<file path="config.mk">
export PLATFORM = sky130hd
export DESIGN_NAME = sd_fifo_headrd
export DESIGN_NICKNAME = d
export VERILOG_FILES = /design/src/rtl/sd_fifo_pkg.sv /design/src/rtl/sd_fifo_headrd_ctl.sv /design/src/rtl/sd_fifo_headrd.sv
export SDC_FILE = /design/constraint.sdc
export NUM_CORES = 1
export LEC_CHECK = 0
export ABC_AREA = 0
export CAP_MARGIN = 20
export CORE_MARGIN = 4
export CORE_UTILIZATION = 26
export CTS_BUF_LIST = sky130_fd_sc_hd__clkbuf_4 sky130_fd_sc_hd__clkbuf_8
export DETAILED_ROUTE_END_ITERATION = 6
export SLEW_MARGIN = 30
export SYNTH_ARGS = -nofsm -noshare
export SYNTH_HDL_FRONTEND = slang
export SYNTH_SLANG_ARGS = --single-unit
</file>
<file path="constraint.sdc">
create_clock -name clk -period 5.6 [get_ports clk]
set_input_delay 0.56 -clock clk [delete_from_list [all_inputs] [get_ports clk]]
set_output_delay 0.56 -clock clk [all_outputs]
set_load 0.02 [all_outputs]
</file>
<file path="src/rtl/sd_fifo_pkg.sv">
// Shared helpers for the srdy/drdy FIFO family: usage-width function and
// common handshake assertion macros used by both the input- and output-port FIFOs.
`ifndef SD_FIFO_PKG_MACROS
`define SD_FIFO_PKG_MACROS
// Once srdy is raised without drdy, srdy and the payload must hold until taken.
`define SD_ASSERT_HOLD(clk, rstn, srdy, drdy, data) \
    assert property (@(posedge clk) disable iff (!rstn) \
        ((srdy) && !(drdy)) |=> ((srdy) && $stable(data)))
// An occupancy counter never exceeds its capacity.
`define SD_ASSERT_BOUND(clk, rstn, cnt, lim) \
    assert property (@(posedge clk) disable iff (!rstn) ((cnt) <= (lim)))
`endif

package sd_fifo_pkg;

    function automatic int unsigned usage_width(input int unsigned depth);
        return $clog2(depth + 1);
    endfunction

endpackage

</file>
<file path="src/rtl/sd_fifo_headrd_ctl.sv">
// Control for the head-read FIFO: usage counter, registered c_drdy/p_srdy,
// and per-entry write selects plus the shift-toward-head enable.
module sd_fifo_headrd_ctl
    import sd_fifo_pkg::*;
#(
    parameter int unsigned depth = 4,
    parameter int unsigned usz   = usage_width(depth)
) (
    input  logic             clk,
    input  logic             reset,
    input  logic             c_srdy,
    input  logic             p_drdy,
    output logic             c_drdy,
    output logic             p_srdy,
    output logic [usz-1:0]   usage,
    output logic [usz-1:0]   nxt_usage,
    output logic [depth-1:0] wr_sel_c,
    output logic             shift_c
);

    logic           wr;
    logic           rd;
    logic [usz-1:0] wr_idx;

    // On a simultaneous read the queue shifts, so the write lands one slot lower.
    always_comb begin
        wr        = c_srdy & c_drdy;
        rd        = p_srdy & p_drdy;
        nxt_usage = usage + usz'(wr) - usz'(rd);
        wr_idx    = rd ? (usage - usz'(1)) : usage;
        shift_c   = rd;
        wr_sel_c  = '0;
        for (int i = 0; i < int'(depth); i++) begin
            wr_sel_c[i] = wr & (wr_idx == usz'(i));
        end
    end

    always_ff @(posedge clk or negedge reset) begin
        if (!reset) begin
            usage  <= '0;
            p_srdy <= 1'b0;
            c_drdy <= 1'b1;
        end else begin
            usage  <= nxt_usage;
            p_srdy <= (nxt_usage != '0);
            c_drdy <= (nxt_usage < usz'(depth));
        end
    end

endmodule

</file>
<file path="src/rtl/sd_fifo_headrd.sv">
// Output-port FIFO: head entry presented from data_buf[0], shifts on every read.
// Optional SD_FIFO_HEADRD_DATA_RESET_EN gives the data flops an async reset to 0.
module sd_fifo_headrd
    import sd_fifo_pkg::*;
#(
    parameter int unsigned width = 8,
    parameter int unsigned depth = 4,
    parameter int unsigned usz   = usage_width(depth)
) (
    input  logic             clk,
    input  logic             reset,
    input  logic [width-1:0] c_data,
    input  logic             c_srdy,
    output logic             c_drdy,
    output logic [width-1:0] p_data,
    output logic             p_srdy,
    input  logic             p_drdy,
    output logic [usz-1:0]   usage,
    output logic [usz-1:0]   nxt_usage
);

    logic [width-1:0] data_buf [depth];
    logic [width-1:0] data_nxt [depth];
    logic [depth-1:0] wr_sel_c;
    logic             shift_c;

    sd_fifo_headrd_ctl #(
        .depth (depth),
        .usz   (usz)
    ) u_ctl (
        .clk       (clk),
        .reset     (reset),
        .c_srdy    (c_srdy),
        .p_drdy    (p_drdy),
        .c_drdy    (c_drdy),
        .p_srdy    (p_srdy),
        .usage     (usage),
        .nxt_usage (nxt_usage),
        .wr_sel_c  (wr_sel_c),
        .shift_c   (shift_c)
    );

    // Shift toward the head on read; the tail slot keeps its value.
    always_comb begin
        for (int i = 0; i < int'(depth) - 1; i++) begin
            data_nxt[i] = shift_c ? data_buf[i+1] : data_buf[i];
        end
        data_nxt[depth-1] = data_buf[depth-1];
        for (int i = 0; i < int'(depth); i++) begin
            if (wr_sel_c[i]) begin
                data_nxt[i] = c_data;
            end
        end
    end

`ifdef SD_FIFO_HEADRD_DATA_RESET_EN
    always_ff @(posedge clk or negedge reset) begin
        if (!reset) begin
            for (int i = 0; i < int'(depth); i++) begin
                data_buf[i] <= '0;
            end
        end else begin
            for (int i = 0; i < int'(depth); i++) begin
                data_buf[i] <= data_nxt[i];
            end
        end
    end
`else
    always_ff @(posedge clk) begin
        for (int i = 0; i < int'(depth); i++) begin
            data_buf[i] <= data_nxt[i];
        end
    end
`endif

    assign p_data = data_buf[0];

    `SD_ASSERT_HOLD(clk, reset, p_srdy, p_drdy, p_data);
    `SD_ASSERT_BOUND(clk, reset, usage, usz'(depth));

endmodule
</file>
==> flow_summary.yaml, run 1 <==
status:
  status: "finished, final reports clean"
synth:
  ys_warn_count: 0
  avgSynthCellArea_um2: 18.2
  synth_seq_cells: 37
  yosys.area.top_type_share_pct: 58.5
  synth_cell_types: 27
  synth_area_leaders: "edfxtp_1 59%, mux2_2 16%, dfrtp_1 6.1%"
  synth_cells: 90
  async_flop_share_pct: 13.5
  synth_nets: 104
  yosysTopAreaCell: "edfxtp_1"
  synth_ff_type: "edfxtp_1"
  seq_area_frac_synth_pct: 66.2
  synth-edff-count: 32
  syn_area_mm2: 0.00164
placement:
  gp_congestion: 0.734
  post-place-ws_ns: 1.98
  placed_cell_area_mm2: 0.00203
  dp_cells: 195
  io_buffer_count: 27
  post-dp-hpwl_mm: 2.12
route:
  antenna_left: 0
  drt-wirelength-per-cell_um: 14.9
  routed_via_density: 4.35
  dr.pass1.iters: 4
  vias: 879
  drt_first_iter_violations: 61
  drc_errors: 0
  drt_wl_total_mm: 3.02
global_route:
  grt_antenna_before_repair: 0
  grt_pass1_wl_mm: 4.95
  grt_pass1_vias: 998
  grt_max_degree: 12
  grt-ovfl-total: 0
  grt_usage_pct: 8.65
sta:
  final.setup.tns_ns: 0
  period_minus_slack_ns: 3.62
  fin_ws_ns: 1.98
  skew_ns: 0.00849
  hold_viol: 0
  period_share_pct: 64.6
  fmax_ghz: 0.276
  setup_violations: 0
  slew_headroom_pct: 69.3
  drv_slew: 0
  rsz0062_at_grt: "no"
  worstMarginPinSlew_ns: 0.459
setup_path:
  path_cells: "clkdlybuf4s50_1 -> nand2_4 -> xnor2_4 -> nor2_1 -> fa_1 -> xnor2_1 -> clkdlybuf4s50_1"
  cp.arrival_ns: 3.06
  end_kind: "primary output"
  path_depth: 7
  crit_path_frequent_cell: "clkdlybuf4s50_1"
  start_kind: "input port"
  r2r_cells: 6
  critPathMaxFanout: 6
  cp_slowest_cell: "clkdlybuf4s50_1"
  cp.required_ns: 5.04
  path_buf_inv: 2
  critPathKind: "input port to primary output"
  cp_slowest_stage_delay_ns: 0.67
  crit_family: "buffers and inverters"
cells_and_area:
  final_cell_area_mm2: 0.00211
  layout.nets: 141
  layout_commonest_cell: "edfxtp_1"
  final_util_pct: 35.0
  drive_above_1_share_pct: 33.9
  fillers: 593
  area_growth_pct: 28.4
  final_cells: 202
  layout_common_cells: "32 x edfxtp_1, 27 x clkdlybuf4s50_1, 24 x mux2_2, 5 x clkbuf_8, 4 x dfrtp_1"
  antennaDiodeCount: 0
floorplan:
  die_x_um: 87.5
  chipHeight_um: 87.5
  start_util_pct: 27.2
  rows: 28
  core_mm2: 0.00603
  boundaryPins: 28
  die_area_mm2: 0.00765
clock_network:
  cts_resized: 0
  cts_buffers: 5
  clkSinkCount: 37
  hold_buffers: 0
  clk_pin_slew_worst_paths_ns: 0.07
  post-cts-setup-buffer-count: 0
  ctsHtreeMaxLevel: 2
  cts.path.max_buffers: 2
  insertion_delay_ns: 0.28
  cts_tree: "built"
  cts_root_buffer: "clkbuf_8"
worst_hold_path:
  hold_class: "input port to async pin"
job:
  cap_violations: 0
power:
  p_leak_nw: 0.731
  power.density_mw_per_mm2: 515
  peakVddDrop_v: 0.000383
-- metrics by stage --
step / hold slack (ns) / power [W]
CTS: 0.484 / 0.00110
global placement: 0.528 / 0.000910
finish: 0.486 / 0.00109
global route: 0.490 / 0.00115
detailed placement: 0.533 / 0.000918
floorplan: 0.264 / 0.000739
-- metal layers --
metal  routed length (um)  global-route usage (%)  vias to the layer above
met3                  183                    3.78                        5
met2                 1470                    13.8                       30
met4                   31                    2.51                        0
li1                     -                       -                      416
met1                 1330                    10.6                      428
met5                    0                       0                        -
-- cells in the mapped netlist (2+ instances only) --
| cell type | count |
|---|---|
| inv_1 | 2 |
| xnor2_1 | 2 |
| mux2_2 | 24 |
| dfrtp_1 | 4 |
| edfxtp_1 | 32 |
| nand3_1 | 2 |
| o31ai_1 | 3 |
| nor2_1 | 2 |
-- cell type report --
cell class	instances	area [um^2]	share of cell area [%]
Timing Repair Buffer	30	293	13.9
Sequential cell	37	1090	51.6
Tap cell	75	93.8	4.45
Clock inverter	2	11.3	0.534
Inverter	3	11.3	0.534
Multi-Input combinational cell	50	543	25.8
Clock buffer	5	68.8	3.26
-- cells by family (layout without fill, tap and decap cells) --
logic type	Yosys count	count (layout)	share of synthesized area, %
simple gates	12	12	6.02
xor+xnor	5	5	4.27
compound gates	7	7	4.34
buf+inv	3	40	0.686
flops	37	37	66.2
mux	24	24	16.5
fa+ha+maj	2	2	1.98
-- report_power, final --
part | internal (W) | switching, W | total (W)
clock network | 0.0000835 | 0.0000901 | 0.000174
logic | 0.000229 | 0.000256 | 0.000485
registers | 0.000391 | 0.0000355 | 0.000427
total | 0.000704 | 0.000382 | 0.00109
-- sequential cells by signal, indices dropped and copies added, names as in the netlist --
register and flops:
data_buf 32, u_ctl.c_drdy 1, u_ctl.p_srdy 1, u_ctl.usage 3
-- worst paths after layout --
check	from	to	slack (ns)
setup / recovery	p_drdy	nxt_usage[2]	1.98
hold / removal	reset	u_ctl.usage[0]$_DFF_PN0_	0.49
setup reg to reg	u_ctl.usage[0]$_DFF_PN0_	data_buf[1][5]$_DFFE_PP_	3.40
hold reg to reg	data_buf[2][7]$_DFFE_PP_	data_buf[1][7]$_DFFE_PP_	0.55
max in group asynchronous	reset	u_ctl.c_drdy$_DFF_PN1_	4.86
min in group clk	data_buf[2][7]$_DFFE_PP_	data_buf[1][7]$_DFFE_PP_	0.55
-- worst register-to-register path, cell delays in order, from the launching register on --
cell and delay (ns):
dfrtp_1 0.43, inv_2 0.11, ha_1 0.24, xor2_2 0.19, a2bb2oi_2 0.21, nor3_4 0.38, mux2_2 0.39
Power figures use the tool's default switching activity.
==> inputs of run 2 (changes only) <==
clock period = 3 ns   (was 5.6 ns; I/O delays follow)
==> flow_summary.yaml, run 2 (synthesized netlist as in run 1, its figures left out) <==
power:
  peakVddDrop_v: 0.000848
  p_leak_nw: 0.745
  power.density_mw_per_mm2: 964
route:
  drt-wirelength-per-cell_um: 15.0
  drt_wl_total_mm: 3.05
  routed_via_density: 4.32
  drt_first_iter_violations: 30
  antenna_left: 0
  drc_errors: 0
  vias: 877
  dr.pass1.iters: 2
setup_path:
  cp_slowest_stage_delay_ns: 0.63
  path_cells: "clkdlybuf4s50_1 -> nand2_4 -> xnor2_4 -> nor2_1 -> fa_1 -> clkdlybuf4s50_1"
  crit_path_frequent_cell: "clkdlybuf4s50_1"
  start_kind: "input port"
  end_kind: "primary output"
  cp.required_ns: 2.70
  critPathMaxFanout: 6
  cp_slowest_cell: "clkdlybuf4s50_1"
  rrSetupSlack_ns: 0.80
  cp.arrival_ns: 2.42
  critPathKind: "input port to primary output"
global_route:
  grt-ovfl-total: 0
  grt_pass1_wl_mm: 4.95
  grt_max_degree: 12
  grt_pass1_vias: 988
  grt_antenna_before_repair: 0
  grt_usage_pct: 8.88
clock_network:
  cts_buffers: 5
  insertion_delay_ns: 0.29
  post-cts-setup-buffer-count: 0
  cts.path.max_buffers: 2
  clk_pin_slew_worst_paths_ns: 0.07
  ctsHtreeMaxLevel: 2
  cts_resized: 0
  cts_root_buffer: "clkbuf_8"
  cts_tree: "built"
  clkSinkCount: 37
  hold_buffers: 0
cells_and_area:
  final_cell_area_mm2: 0.00212
  antennaDiodeCount: 0
  largest_reg_flops: 32
  reg.largest.list: "data_buf x32, u_ctl.usage x3"
  layout_common_cells: "32 x edfxtp_1, 26 x clkdlybuf4s50_1, 24 x mux2_2, 5 x clkbuf_8"
  largest-register: "data_buf"
  fillers: 587
  final_cells: 203
  drive_above_1_share_pct: 34.4
  layout.nets: 142
  layout_commonest_cell: "edfxtp_1"
  area_growth_pct: 29.0
sta:
  setup_violations: 0
  worstMarginPinSlew_ns: 0.460
  fin_hold_ws_ns: 0.227
  drv_slew: 0
  fmax_ghz: 0.367
  fin_ws_ns: 0.278
  slew_headroom_pct: 69.3
  final.setup.tns_ns: 0
  rsz0062_at_grt: "no"
  hold_viol: 0
  skew_ns: 0.00861
  period_minus_slack_ns: 2.72
  period_share_pct: 90.7
worst_hold_path:
  hold_class: "input port to async pin"
floorplan:
  rows: 28
  die_area_mm2: 0.00765
  start_util_pct: 27.2
  die_x_um: 87.5
  boundaryPins: 28
  core_mm2: 0.00603
  chipHeight_um: 87.5
placement:
  placed_cell_area_mm2: 0.00204
  io_buffer_count: 27
  post-dp-hpwl_mm: 2.24
  post-place-ws_ns: 0.115
  dp_cells: 196
  gp_congestion: 0.770
job:
  cap_violations: 0
status:
  status: "finished, final reports clean"
-- run 2: changes by cell type in the layout (fill, tap and decap cells not counted) --
cell             change
buf_4                +1
clkdlybuf4s50_1      -1
dlymetal6s2s_1       +1
-- run 2: metrics by stage --
| step | total power (W) | util (%) |
|---|---|---|
| floorplan | 0.00138 | - |
| global placement | 0.00171 | 33.8 |
| detailed placement | 0.00174 | 33.8 |
| CTS | 0.00208 | 35.1 |
| global route | 0.00216 | 35.2 |
| finish | 0.00204 | 35.2 |
-- run 2: worst max-delay path, delay by kind of cell --
family	cells	cell delay, ns
AND/OR/NAND/NOR	2	0.21
buffers and inverters	2	1.21
adder cells (fa/ha/maj)	1	0.55
XOR/XNOR	1	0.15
-- run 2: worst paths after layout --
| kind | end | start | cells after the start |
|---|---|---|---|
| worst max register to register | data_buf[1][1]$_DFFE_PP_ | u_ctl.usage[1]$_DFF_PN0_ | 6 |
| worst min-delay path | u_ctl.usage[2]$_DFF_PN0_ | reset | 1 |
| max in group asynchronous | u_ctl.c_drdy$_DFF_PN1_ | reset | 1 |
| worst max-delay path | nxt_usage[1] | p_drdy | 6 |
| min in group clk | data_buf[1][7]$_DFFE_PP_ | data_buf[2][7]$_DFFE_PP_ | 1 |
| worst min register to register | data_buf[1][7]$_DFFE_PP_ | data_buf[2][7]$_DFFE_PP_ | 1 |
-- run 2: final cells by class --
type | count | area (um^2) | share of cell area, %
Sequential cell | 37 | 1090 | 51.3
Multi-Input combinational cell | 50 | 543 | 25.6
Timing Repair Buffer | 31 | 303 | 14.3
Tap cell | 75 | 93.8 | 4.43
Clock buffer | 5 | 68.8 | 3.25
Clock inverter | 2 | 11.3 | 0.532
Inverter | 3 | 11.3 | 0.532
-- run 2: metal layers --
layer / track usage, % / vias up / part of all wire (%)
li1: - / 418 / -
met1: 9.76 / 428 / 43
met2: 15.3 / 26 / 50
met3: 3.60 / 5 / 5.8
met4: 3.35 / 0 / 1.6
met5: 0 / - / 0
-- run 2: power breakdown --
part | internal [W] | switching (W) | leakage [nW] | total (W)
logic | 0.000435 | 0.000487 | 0.347 | 0.000922
registers | 0.000731 | 0.0000676 | 0.360 | 0.000798
clock network | 0.000156 | 0.000165 | 0.0377 | 0.000321
